$ cat src/rtl/demux_pkg.sv
// Shared definitions for the demux32 serial capture block.
//   WIDTH   : captured word width (must equal 2**SEL_W)
//   SEL_W   : width of the bit pointer / addressed-mode select
//   state_e : capture FSM states (PAR is only reached when DEMUX32_PARITY_CHK_EN is defined)
package demux_pkg;

  localparam int unsigned WIDTH = 32;
  localparam int unsigned SEL_W = 5;

  typedef enum logic [1:0] {
    IDLE = 2'd0,
    FILL = 2'd1,
    PAR  = 2'd2
  } state_e;

endpackage

$ cat src/rtl/bit_ptr_ctr.sv
// Wrap-around bit pointer with synchronous clear and count enable.
// Shared between the serializer-side mux select and the capture-side demux.
//   clk_i  : clock, rising edge
//   rst_ni : synchronous active-low reset
//   clr_i  : synchronous clear to zero (wins over en_i)
//   en_i   : advance by one, wrapping 2**W-1 -> 0
//   cnt_o  : current pointer value
module bit_ptr_ctr #(
  parameter int unsigned W = 5
) (
  input  logic         clk_i,
  input  logic         rst_ni,
  input  logic         clr_i,
  input  logic         en_i,
  output logic [W-1:0] cnt_o
);

  logic [W-1:0] cnt_q, cnt_d;

  always_comb begin
    cnt_d = cnt_q;
    if (clr_i) begin
      cnt_d = '0;
    end else if (en_i) begin
      cnt_d = cnt_q + W'(1);
    end
  end

  always_ff @(posedge clk_i) begin
    if (!rst_ni) begin
      cnt_q <= '0;
    end else begin
      cnt_q <= cnt_d;
    end
  end

  assign cnt_o = cnt_q;

endmodule

$ cat src/rtl/demux32_deser.sv
// Serial-to-parallel capture: collects an LSB-first serial word into a shadow register and
// commits it to a held output with a one-cycle frame_valid pulse. An addressed mode writes a
// single frame_out bit selected by sel (registered 1-to-32 demux).
// Optional build macro DEMUX32_PARITY_CHK_EN: an even-parity bit follows bit 31 and the
// commit happens on the parity bit; parity_err reports the check. Otherwise parity_err = 0.
//   clk         : clock, rising edge
//   rst_n       : synchronous active-low reset
//   din         : serial data bit
//   din_valid   : din valid this cycle
//   addr_mode   : 1 = addressed write at sel, 0 = auto-increment capture
//   sel         : bit index for addressed writes
//   clear       : drop the partial frame (shadow and pointer to zero)
//   frame_out   : last committed word (held)
//   frame_valid : one-cycle pulse after a completed frame commits
//   bit_ptr     : next shadow bit position
//   busy        : partial auto-mode frame held
//   parity_err  : parity result of the last committed frame
module demux32_deser #(
  parameter int unsigned WIDTH = demux_pkg::WIDTH,
  parameter int unsigned SEL_W = demux_pkg::SEL_W
) (
  input  logic             clk,
  input  logic             rst_n,
  input  logic             din,
  input  logic             din_valid,
  input  logic             addr_mode,
  input  logic [SEL_W-1:0] sel,
  input  logic             clear,
  output logic [WIDTH-1:0] frame_out,
  output logic             frame_valid,
  output logic [SEL_W-1:0] bit_ptr,
  output logic             busy,
  output logic             parity_err
);

  import demux_pkg::*;

  state_e           state_q, state_d;
  logic [WIDTH-1:0] shadow_q, shadow_d;
  logic [WIDTH-1:0] frame_q, frame_d;
  logic             fv_q, fv_d;
  logic [SEL_W-1:0] ptr;
  logic             auto_wr, addr_wr, last_bit;

  // clear drops any same-cycle write, auto or addressed.
  assign auto_wr  = din_valid & ~addr_mode & ~clear;
  assign addr_wr  = din_valid &  addr_mode & ~clear;
  assign last_bit = (ptr == SEL_W'(WIDTH - 1));

  // Pointer holds at 0 while waiting for the parity bit.
  bit_ptr_ctr #(
    .W (SEL_W)
  ) u_ptr (
    .clk_i  (clk),
    .rst_ni (rst_n),
    .clr_i  (clear),
    .en_i   (auto_wr && (state_q != PAR)),
    .cnt_o  (ptr)
  );

`ifdef DEMUX32_PARITY_CHK_EN
  logic perr_q, perr_d;
`endif

  always_comb begin
    state_d  = state_q;
    shadow_d = shadow_q;
    frame_d  = frame_q;
    fv_d     = 1'b0;
`ifdef DEMUX32_PARITY_CHK_EN
    perr_d   = perr_q;
`endif
    if (clear) begin
      shadow_d = '0;
      state_d  = IDLE;
    end else if (addr_wr) begin
      frame_d[sel] = din;
    end else if (auto_wr) begin
`ifdef DEMUX32_PARITY_CHK_EN
      if (state_q == PAR) begin
        // din is the even-parity bit: any odd total over data+parity is an error.
        frame_d  = shadow_q;
        perr_d   = ^{shadow_q, din};
        fv_d     = 1'b1;
        shadow_d = '0;
        state_d  = IDLE;
      end else begin
        shadow_d[ptr] = din;
        state_d       = last_bit ? PAR : FILL;
      end
`else
      if (last_bit) begin
        // Last bit bypasses the shadow and lands directly in the committed word.
        frame_d            = shadow_q;
        frame_d[WIDTH-1]   = din;
        fv_d               = 1'b1;
        shadow_d           = '0;
        state_d            = IDLE;
      end else begin
        shadow_d[ptr] = din;
        state_d       = FILL;
      end
`endif
    end
  end

  always_ff @(posedge clk) begin
    if (!rst_n) begin
      state_q  <= IDLE;
      shadow_q <= '0;
      frame_q  <= '0;
      fv_q     <= 1'b0;
`ifdef DEMUX32_PARITY_CHK_EN
      perr_q   <= 1'b0;
`endif
    end else begin
      state_q  <= state_d;
      shadow_q <= shadow_d;
      frame_q  <= frame_d;
      fv_q     <= fv_d;
`ifdef DEMUX32_PARITY_CHK_EN
      perr_q   <= perr_d;
`endif
    end
  end

  assign frame_out   = frame_q;
  assign frame_valid = fv_q;
  assign bit_ptr     = ptr;
  assign busy        = (state_q != IDLE);
`ifdef DEMUX32_PARITY_CHK_EN
  assign parity_err  = perr_q;
`else
  assign parity_err  = 1'b0;
`endif

endmodule

$ cat config.mk
export PLATFORM = sky130hd
export DESIGN_NAME = demux32_deser
export DESIGN_NICKNAME = d
export VERILOG_FILES = /design/src/rtl/demux_pkg.sv /design/src/rtl/bit_ptr_ctr.sv /design/src/rtl/demux32_deser.sv
export SDC_FILE = /design/constraint.sdc
export NUM_CORES = 1
export LEC_CHECK = 0
export CAP_MARGIN = 20
export CORE_MARGIN = 4
export CORE_UTILIZATION = 44
export DETAILED_ROUTE_END_ITERATION = 8
export GPL_ROUTABILITY_DRIVEN = 1
export PLACE_DENSITY = 0.67
export SLEW_MARGIN = 0
export SYNTH_ARGS = -nofsm -noshare
export SYNTH_HDL_FRONTEND = slang
export SYNTH_SLANG_ARGS = --single-unit
$ cat constraint.sdc
create_clock -name clk -period 2.5 [get_ports clk]
set_input_delay 0.25 -clock clk [delete_from_list [all_inputs] [get_ports clk]]
set_output_delay 0.25 -clock clk [all_outputs]
set_load 0.05 [all_outputs]
==> flow_summary_export.csv <==
group,metric,value,unit
outcome,status,"completed",
synthesis,synth_area_leaders,"dfxtp_1 (40%), a21oi_1 (9.1%), nor2_1 (5.2%)",
timing,skew,0.0107,ns
synthesis,yosys_warnings,0,
timing,slew_headroom,53.8,%
synthesis,synth_top_area_share,39.8,%
die,die_width,97.4,um
detailed_routing,vias_per_cell,5.85,
die,start_util,45.3,%
die,std_cell_rows,32,
global_routing,gr-total-overflow,0,
power_and_ir_drop,p_leak,0.00137,uW
clocking,post_cts_buffers,0,
clocking,cts_max_level,3,
synthesis,syn_area_per_cell,8.60,sq um
setup_path,worstSetupPathType,"flop to flop",
clocking,cts_tree,"yes",
synthesis,syn_inst,409,
clocking,clk_pin_slew,0.08,ns
clocking,cts-resized-gates,0,
finish,postLayoutCoreUtil,55.3,%
synthesis,yosys.cell_types.count,45,
clocking,clkLatencyLatePin,0.34,ns
timing,tightestPinTransition,0.688,ns
placement,gp_congestion,0.888,
detailed_routing,dr.first_iter.drc_count,205,
global_routing,grt_use_met2,30.3,%
setup_path,cpLargestDelayFamily,"simple AND/OR/NAND/NOR gates",
die,die_area,9490,sq um
timing,final.period_utilization,86.1,%
detailed_routing,drcViolationCount,0,
synthesis,yosysTopAreaCell,"dfxtp_1",
placement,portBuffers,49,
finish,instances_no_fill,553,
placement,post_dp_cell_area,4100,sq um
synthesis,synth_most_common_cell,"dfxtp_1",
power_and_ir_drop,ir_worst_vdd,0.233,mV
clocking,cts.path.max_buffers,2,
setup_path,cp.arrival,2.42,ns
detailed_routing,wl_per_cell,17.3,um
synthesis,synth-seq-cells,70,
finish,drive_gt1_share,11.3,%
job,drv_cap,0,
timing,hold_violations,0,
synthesis,synth_edf_count,0,
power_and_ir_drop,p_per_area,531,nW/um^2
timing,min_period,2.15,ns
setup_path,critPathMaxFanout,7,
placement,dp_hpwl,6.61,mm
setup_path,cpMaxStageDelayCell,"nor3b_2",
global_routing,track_usage,20.0,%
synthesis,synthFlopType,"dfxtp_1",
placement,dp_cells,537,
min_path,min_path_type,"flop to flop",
global_routing,grt_antenna_before_repair,0,
synthesis,synthArstFlopShare,0,%
global_routing,grt_pass1_vias,2933,
finish,fin_nets,462,
detailed_routing,drtAntennaViolNets,0,
global_routing,busiest_layer,"met2",
global_routing,grtUsageMet1,29.2,%
setup_path,path_cells,"ha_1 > and3_1 > ha_1 > nand4bb_4 > nor3b_2 > nand2_1 > a21oi_1",
setup_path,crit_buf_inv,0,
synthesis,seq_area_frac_synth,39.8,%
die,fp.dieH,97.4,um
timing,setup-tns-final,0,ns
timing,final-setup-viol-count,0,
clocking,clockRootBuffer,"clkbuf_8",
setup_path,cpMostUsedCell,"ha_1",
setup_path,start_kind,"flop",
die,io_pins,51,
synthesis,synth_nets,425,
synthesis,synth_common_cells,"dfxtp_1 (70), a21oi_1 (64), nor2_1 (49)",
clocking,cts_made_buffers,9,
setup_path,cpPeakStageDelay,0.44,ns
global_routing,grt_pass1_wl,15.7,mm
clocking,cts_hold_buf,0,
timing,holdWs,0.478,ns
die,core_area,7770,sq um
setup_path,critPathCaptureType,"flop",
global_routing,grt_start_max_net_pins,44,
global_routing,use_met3,3.88,%
detailed_routing,drt-total-wl,9.54,mm
synthesis,synth_area,3520,sq um
clocking,cts.sinks,70,
detailed_routing,num_vias,3233,
finish,antenna_cells,0,
detailed_routing,drt_pre_antenna_iters,5,
timing,slew_viol_final,0,
timing,rsz0062_at_grt,"no",
setup_path,crit_required,2.76,ns
timing,max_freq,464,MHz
finish,syn_to_final_growth,22.1,%
finish,fin_area,4300,sq um
placed cells by master, fill, tap and decap left out, types with 2 or more instances in the layout:
cell type        synthesis  layout
nor4bb_1                 3       2
clkbuf_8                 0       9
o41ai_1                  4       4
o21bai_1                11      11
clkinv_2                 0       2
clkdlybuf4s50_1          0      49
o31ai_1                  9       9
and3_1                   2       2
buf_4                    6      20
dfxtp_1                 70      70
nor2_1                  49      49
and4b_1                  3       3
a21oi_1                 64      64
a311oi_1                15      15
o21ai_0                  2       2
ha_1                     5       5
nand4_1                  2       2
nand2b_1                 5       5
nor3b_2                  6       6
a22oi_1                 16      16
a32oi_1                  5       5
clkinvlp_4               0       2
xor2_1                   2       2
a211oi_1                16      16
o211ai_1                10      10
a221oi_1                 4       4
nand3_1                  8       8
nand4bb_1                2       2
inv_1                    7       7
and3b_1                  3       3
nand3b_1                 8       8
nand2_1                 18      18
o31ai_2                  3       3
mux2i_1                  2       2
layer usage:
metal / up-vias / share of wire, %
met5: - / 0
met4: 0 / 1.1
met3: 12 / 6.2
met2: 117 / 44
met1: 1508 / 49
li1: 1596 / -
state kept, by name, indices dropped and copies added (netlist names):
register     cells
frame_valid      1
u_ptr.cnt_o      5
shadow_q        31
state_q          1
frame_out       32
worst register-to-register path: stages, from the launching register on:
cell	delay (ns)
dfxtp_1	0.37
ha_1	0.28
and3_1	0.20
ha_1	0.25
nand4bb_4	0.25
nor3b_2	0.44
nand2_1	0.11
a21oi_1	0.17
metrics by stage:
stage	total power [uW]	worst slack (ns)
after global routing	2370	0.198
after detailed placement	1390	0.251
final	2280	0.347
after floorplan	1310	0.0667
after global placement	1390	0.286
after CTS	2290	0.356
worst paths after layout:
| path | slack (ns) | endpoint | cells after the start | start |
|---|---|---|---|---|
| hold / removal | 0.48 | frame_out[0] | 2 | frame_out[0] |
| setup reg to reg | 0.35 | shadow_q[27] | 7 | u_ptr.cnt_o[0] |
| hold reg to reg | 0.48 | frame_out[0] | 2 | frame_out[0] |
| setup / recovery | 0.35 | shadow_q[27] | 7 | u_ptr.cnt_o[0] |
kinds of logic after synthesis:
| group | Yosys count | share of synthesized area [%] |
|---|---|---|
| AO/OA/AOI/OAI | 160 | 30.9 |
| AND/OR/NAND/NOR | 117 | 19.3 |
| flip-flops | 70 | 39.8 |
| buffers and inverters | 51 | 6.83 |
| adder cells (fa/ha/maj) | 5 | 1.78 |
| XOR/XNOR | 3 | 0.747 |
| multiplexers | 2 | 0.569 |
| other | 1 | 0.107 |
layout make-up:
class                   instances  area, sq um
clock inverters                 7         72.6
repair buffers                 70          661
fillers                       721         3470
well taps                     102          128
inverters                       7         26.3
flip-flops and latches         70         1400
clock buffers                   9          124
multi-input cells             288         1880
power by group:
part / switching (uW) / total (uW) / internal, uW
Sequential: 7.25 / 1130 / 1130
Clock: 457 / 919 / 462
Combinational: 150 / 228 / 78.0
Power figures use the tool's default switching activity.
